`config.mk`:
```
export PLATFORM = sky130hd
export DESIGN_NAME = rename_issue_ctrl
export DESIGN_NICKNAME = d
export VERILOG_FILES = /design/src/rtl/rename_issue_ctrl.sv
export SDC_FILE = /design/constraint.sdc
export NUM_CORES = 1
export LEC_CHECK = 0
export ABC_AREA = 1
export CORE_MARGIN = 1
export CORE_UTILIZATION = 30
export CTS_CLUSTER_SIZE = 30
export DETAILED_ROUTE_END_ITERATION = 8
export GPL_TIMING_DRIVEN = 0
export PLACE_DENSITY = 0.58
export SLEW_MARGIN = 20
export SYNTH_ARGS = -nofsm -noshare
export SYNTH_HDL_FRONTEND = slang
export SYNTH_SLANG_ARGS = --single-unit
```
`constraint.sdc`:
```
create_clock -name clk -period 2.45 [get_ports clk]
set_input_delay 0.49 -clock clk [delete_from_list [all_inputs] [get_ports clk]]
set_output_delay 0.49 -clock clk [all_outputs]
set_load 0.03 [all_outputs]
```
`src/rtl/rename_issue_ctrl.sv`:
```
// rename_issue_ctrl: sequences decoded instructions into the rename stage.
// A small FIFO buffers incoming instructions. The head is offered to rename
// only while a physical-register credit exists, or when the head writes no rd.
// Retire events are registered and forwarded, and each one returns a credit.
// Optional feature macro: RENAME_ISSUE_CTRL_BYPASS_EN. When it is defined, an
// instruction arriving at an empty FIFO can issue in the same cycle.
module rename_issue_ctrl #(
  parameter int DEPTH         = 4,
  parameter int NUM_PHYS_REGS = 64,
  parameter int NUM_ARCH_REGS = 32
) (
  input  logic       clk,
  input  logic       reset_n,
  input  logic       in_valid,
  output logic       in_ready,
  input  logic [4:0] in_rd,
  input  logic [4:0] in_rs1,
  input  logic [4:0] in_rs2,
  input  logic       in_has_rd,
  input  logic       flush,
  input  logic       out_ready,
  output logic       ren_issue_valid,
  output logic [4:0] ren_rd,
  output logic [4:0] ren_rs1,
  output logic [4:0] ren_rs2,
  output logic       ren_has_rd,
  input  logic       retire_valid,
  input  logic [5:0] retire_phys_reg,
  output logic       ret_valid,
  output logic [5:0] ret_phys_reg,
  output logic [6:0] free_count,
  output logic [1:0] state,
  output logic       credit_err
);

  localparam int AW = $clog2(DEPTH);
  localparam logic [6:0] CREDIT_MAX = 7'(NUM_PHYS_REGS - NUM_ARCH_REGS);

  typedef enum logic [1:0] {
    IDLE  = 2'b00,
    RUN   = 2'b01,
    STALL = 2'b10
  } state_t;

  typedef struct packed {
    logic [4:0] rd;
    logic [4:0] rs1;
    logic [4:0] rs2;
    logic       has_rd;
  } entry_t;

  entry_t        mem [DEPTH];
  logic [AW-1:0] wr_ptr;
  logic [AW-1:0] rd_ptr;
  logic [AW:0]   count;
  state_t        state_q;
  state_t        state_d;

  entry_t        in_entry;
  entry_t        head;
  logic          empty;
  logic          full;
  logic          bypass_sel;
  logic          head_present;
  logic          fire;
  logic          push;
  logic          pop;
  logic          consume;
  logic          credit_overflow;
  logic [AW:0]   count_after_pop;
  logic [AW:0]   next_count;
  logic [AW-1:0] next_rd_ptr;
  logic          next_head_has_rd;
  logic [6:0]    next_free;

  assign in_entry = '{rd: in_rd, rs1: in_rs1, rs2: in_rs2, has_rd: in_has_rd};
  assign empty    = (count == '0);
  assign full     = (count == (AW+1)'(DEPTH));
  assign in_ready = !full;

`ifdef RENAME_ISSUE_CTRL_BYPASS_EN
  assign bypass_sel = empty & in_valid;
`else
  assign bypass_sel = 1'b0;
`endif

  // Choose the head entry and derive the handshakes. Outputs are zero when nothing is presented.
  always_comb begin
    head = '0;
    if (bypass_sel)
      head = in_entry;
    else if (!empty)
      head = mem[rd_ptr];
    head_present    = !empty | bypass_sel;
    ren_issue_valid = head_present & !flush & (!head.has_rd | (free_count != 7'd0));
    fire            = ren_issue_valid & out_ready;
    pop             = fire & !empty;
    push            = in_valid & in_ready & !flush & !(bypass_sel & fire);
    consume         = fire & head.has_rd;
  end

  assign ren_rd     = head.rd;
  assign ren_rs1    = head.rs1;
  assign ren_rs2    = head.rs2;
  assign ren_has_rd = head.has_rd;

  // Compute post-update occupancy, credits and head for the FSM and registers.
  always_comb begin
    count_after_pop  = count - (AW+1)'(pop);
    next_count       = count_after_pop + (AW+1)'(push);
    next_rd_ptr      = rd_ptr + AW'(pop);
    next_head_has_rd = (count_after_pop == '0) ? in_has_rd : mem[next_rd_ptr].has_rd;
    next_free        = free_count;
    credit_overflow  = 1'b0;
    if (consume && !ret_valid) begin
      next_free = free_count - 7'd1;
    end else if (ret_valid && !consume) begin
      if (free_count == CREDIT_MAX)
        credit_overflow = 1'b1;
      else
        next_free = free_count + 7'd1;
    end
    state_d = RUN;
    if (flush || (next_count == '0))
      state_d = IDLE;
    else if (next_head_has_rd && (next_free == 7'd0))
      state_d = STALL;
  end

  // Write accepted instructions into storage. The data needs no reset because occupancy gates its use.
  always_ff @(posedge clk) begin
    if (push)
      mem[wr_ptr] <= in_entry;
  end

  // Advance the FIFO pointers and occupancy. A flush empties the FIFO at the next edge.
  always_ff @(posedge clk or negedge reset_n) begin
    if (!reset_n) begin
      wr_ptr <= '0;
      rd_ptr <= '0;
      count  <= '0;
    end else if (flush) begin
      wr_ptr <= '0;
      rd_ptr <= '0;
      count  <= '0;
    end else begin
      wr_ptr <= wr_ptr + AW'(push);
      rd_ptr <= next_rd_ptr;
      count  <= next_count;
    end
  end

  // Track physical-register credits. A return that would exceed the maximum is dropped and latched as an error.
  always_ff @(posedge clk or negedge reset_n) begin
    if (!reset_n) begin
      free_count <= CREDIT_MAX;
      credit_err <= 1'b0;
    end else begin
      free_count <= next_free;
      credit_err <= credit_err | credit_overflow;
    end
  end

  // Register retire events before forwarding them to rename.
  always_ff @(posedge clk or negedge reset_n) begin
    if (!reset_n) begin
      ret_valid    <= 1'b0;
      ret_phys_reg <= '0;
    end else begin
      ret_valid    <= retire_valid;
      ret_phys_reg <= retire_phys_reg;
    end
  end

  // Update the sequencing state from the post-update FIFO and credit view.
  always_ff @(posedge clk or negedge reset_n) begin
    if (!reset_n)
      state_q <= IDLE;
    else
      state_q <= state_d;
  end

  assign state = state_q;

endmodule

```
==> results of run 1 <==
worst max-delay path, delay by kind of cell (launching register included):
kind / cells / cell delay [ns]
adders and majority gates: 2 / 0.43
buffers and inverters: 2 / 0.24
DFF: 1 / 0.37
and+or+nand+nor: 9 / 1.00
muxes: 1 / 0.14
xor gates and xnor gates: 1 / 0.12
per-layer routing:
| layer | up-vias | GRT usage (%) | wire length, um |
|---|---|---|---|
| li1 | 1440 | - | - |
| met1 | 1351 | 17.4 | 4220 |
| met2 | 43 | 22.4 | 4430 |
| met3 | 7 | 3.34 | 243 |
| met4 | 0 | 4.81 | 109 |
| met5 | - | 0 | 0 |
per-stage QoR:
stage	util, %	TNS [ns]	hold WS (ns)	total power [mW]	setup WS, ns
after floorplan	-	-2.54	0.194	3.25	-0.0434
after global placement	37.9	-75.97	0.464	3.96	-1.16
after detailed placement	38.5	-5.09	0.465	4.00	-0.338
after CTS	41.4	0	0.150	5.38	0.00184
after global routing	42.0	-0.262	0.173	5.73	-0.138
final	42.0	0	0.135	5.43	0.0371
cells by family (layout without fill, tap and decap cells):
kind of cell / Yosys count / in the layout / share of synthesized area (%)
adder cells (fa/ha/maj): 9 / 9 / 2.80
multiplexers: 2 / 2 / 0.497
flip-flops: 88 / 88 / 62.7
XOR/XNOR: 12 / 12 / 2.61
AND/OR/NAND/NOR: 166 / 166 / 19.6
buffers and inverters: 48 / 145 / 5.32
AO/OA/AOI/OAI: 50 / 50 / 6.47
area by class of cell:
type                       count  area (um2)
fill                        1229        7440
sequential                    88        2530
multi-input combinational    239        1380
timing repair buffer          81         724
clock buffer                   9         225
tap                          172         215
inverter                      32         128
buffer                        16         108
clock inverter                 7        71.3
power groups by stage:
| stage | combinational, mW | clock (mW) | sequential, mW |
|---|---|---|---|
| finish | 2.25 | 1.34 | 1.84 |
| global route | 2.45 | 1.42 | 1.85 |
| CTS | 2.18 | 1.37 | 1.83 |
| detailed placement | 2.12 | 0 | 1.87 |
| global placement | 2.09 | 0 | 1.87 |
| floorplan | 1.26 | 0 | 1.98 |
path summary, 6_finish.rpt:
check / endpoint / slack, ns / depth (start not counted)
max in group asynchronous: free_count[1] / 1.90 / 1
hold reg to reg: credit_err / 0.48 / 1
setup / recovery: state[0] / 0.04 / 15
min in group clk: rd_ptr[0] / 0.48 / 2
setup reg to reg: state[0] / 0.04 / 15
hold / removal: free_count[4] / 0.14 / 1
cells in the final DEF, fill, tap and decap left out, drive strengths merged, types with 9 or more instances in the layout:
| master | synthesis | final |
|---|---|---|
| a21oi | 17 | 17 |
| buf | 7 | 32 |
| clkbuf | 9 | 24 |
| clkdlybuf4s50 | 0 | 43 |
| dfrtp | 23 | 23 |
| edfxtp | 64 | 64 |
| ha | 9 | 9 |
| inv | 32 | 33 |
| nand2 | 45 | 45 |
| nand3 | 21 | 21 |
| nor2 | 85 | 85 |
| nor3 | 10 | 10 |
| o21ai | 32 | 32 |
repair_timing:
action,4_1_cts,5_1_grt
gates resized for setup,51,38
pin swaps,6,13
buffers inserted,5,8
setup endpoints to repair,19,17
==> insert_results.sql, run 1 <==
INSERT INTO impl_metrics (metric_group, metric, value, unit) VALUES
('final_layout', 'antennaDiodeCount', '0', ''),
('logic_synthesis', 'synth_top_cells_by_area', 'sky130_fd_sc_hd__edfxtp_1 (48%), sky130_fd_sc_hd__dfrtp_1 (14%), sky130_fd_sc_hd__nor2_1 (7.2%)', ''),
('pwr', 'combPwrFrac', '41.4', '%'),
('sta', 'setup-violations-final', '0', ''),
('floorplan', 'row_count', '41', ''),
('sta', 'max-slew-margin-rel', '42.7', '%'),
('pwr', 'cellPowerDensity', '1010', 'mW/mm2'),
('worst_setup_path', 'worstPathMaxFanout', '9', ''),
('final_layout', 'final_cells', '644', ''),
('worst_setup_path', 'worstSetupStartpointType', 'flop', ''),
('logic_synthesis', 'synth_top_cell_area_share', '47.7', '%'),
('outcome', 'outcome', 'complete, no violations', ''),
('sta', 'slew_violations', '0', ''),
('floorplan', 'initial_core_util', '31.4', '%'),
('clock_network', 'clockRootBuffer', 'sky130_fd_sc_hd__clkbuf_16', ''),
('pwr', 'p_int', '3.38', 'mW'),
('drt', 'drc_errors', '0', ''),
('logic_synthesis', 'number_of_enable_type_register_cells_in_the_synthesized_netlist', '64', ''),
('logic_synthesis', 'ys_types', '34', ''),
('pwr', 'netSwitchingPower', '2.05', 'mW'),
('worst_setup_path', 'critical_path.cell_chain', 'buf_6, inv_4, nand3_2, nand2_4, nor2_4, nor3b_4, ha_1, ha_2, xnor2_2, nand3_1, mux2i_1, nor2_2, nand3_1, nor2_2, nor2_1', ''),
('clock_network', 'clock_tree.buffer_depth', '2', ''),
('pwr', 'swShare', '37.7', '%'),
('final_layout', 'layout.cell_area.non_filler', '0.00538', 'mm2'),
('drt', 'first_iter_violations', '159', ''),
('logic_synthesis', 'synth_area_leader_cell', 'sky130_fd_sc_hd__edfxtp_1', ''),
('global_route', 'grt_first_pass_wirelength', '14600', 'um'),
('drt', 'via_count', '2841', ''),
('pwr', 'power_frac_clock', '24.8', '%'),
('global_route', 'grt_max_degree', '25', ''),
('floorplan', 'die_x', '118', 'um'),
('placed_design', 'dpl-instance-area', '0.00494', 'mm2'),
('worst_setup_path', 'cp-startpoint', 'rd_ptr[1]', ''),
('drt', 'remaining_antenna_violation_count_after_routing', '0', ''),
('placed_design', 'placed_instances', '615', ''),
('clock_network', 'cts_hold_buffers', '0', ''),
('clock_network', 'depth_of_the_cts_h_tree', '3', ''),
('logic_synthesis', 'synth.most_common_cell', 'sky130_fd_sc_hd__nor2_1', ''),
('global_route', 'grt_use_total', '13.6', '%'),
('sta', 'period_needed', '2.41', 'ns'),
('logic_synthesis', 'syn_nets', '412', ''),
('logic_synthesis', 'synth_commonest_cells', 'sky130_fd_sc_hd__nor2_1 (77), sky130_fd_sc_hd__edfxtp_1 (64), sky130_fd_sc_hd__nand2_1 (40), sky130_fd_sc_hd__o21ai_0 (31), sky130_fd_sc_hd__inv_1 (28)', ''),
('sta', 'worst_pin_slew', '0.855', 'ns'),
('pwr', 'vdd.ir_drop.worst', '0.000352', 'V'),
('worst_setup_path', 'critical_path_class', 'flop to flop', ''),
('floorplan', 'core', '0.0128', 'mm2'),
('worst_setup_path', 'worst_path_max_delay_cell', 'sky130_fd_sc_hd__dfrtp_1', ''),
('global_route', 'vias_in_the_first_global_route', '2850', ''),
('drt', 'drt_wl_total', '8990', 'um'),
('clock_network', 'path_clk_slew', '0.06', 'ns'),
('worst_setup_path', 'critical_path.max_stage_delay', '0.37', 'ns'),
('clock_network', 'cts_inserted_buffers', '9', ''),
('global_route', 'remaining_global_route_overflow', '0', ''),
('final_layout', 'flow.area_growth_from_synthesis', '33.7', '%'),
('clock_network', 'clk-insertion-delay-late', '0.34', 'ns'),
('hold_path', 'hold_path.class', 'primary input to asynchronous set/reset pin', ''),
('logic_synthesis', 'async_reset_ff_share', '27.3', '%'),
('floorplan', 'die_area', '0.0139', 'mm2'),
('logic_synthesis', 'synth_warnings', '0', ''),
('floorplan', 'num_io_pins', '63', ''),
('logic_synthesis', 'synth_cells', '375', ''),
('placed_design', 'buffer_ports.inserted', '61', ''),
('worst_setup_path', 'worst_ep_arrival_time', '2.64', 'ns'),
('final_layout', 'post_route_cells_drive_above_1_share', '23.5', '%'),
('pwr', 'power.sequential.fraction', '33.8', '%'),
('final_layout', 'fin_nets', '504', ''),
('worst_setup_path', 'worst_setup_path_end_kind', 'flop', ''),
('pwr', 'static-leakage-power', '2.16', 'nW'),
('floorplan', 'floorplan.die.height', '118', 'um'),
('sta', 'unrepaired_setup_endpoints_after_global_routing', 'true', ''),
('logic_synthesis', 'synth_ff_type', 'sky130_fd_sc_hd__edfxtp_1', '');
(Power assumes the default switching activity.)
==> run 2: changes to the inputs <==
CTS_CLUSTER_SIZE = unset   (was 30)
==> results of run 2 <==
Same layout as run 1: the final DEF is identical, and so are final timing and power.
==> run 3: changes to the inputs <==
GPL_ROUTABILITY_DRIVEN = 0   (was unset)
==> results of run 3 <==
Same layout as run 1: the final DEF is identical, and so are final timing and power.
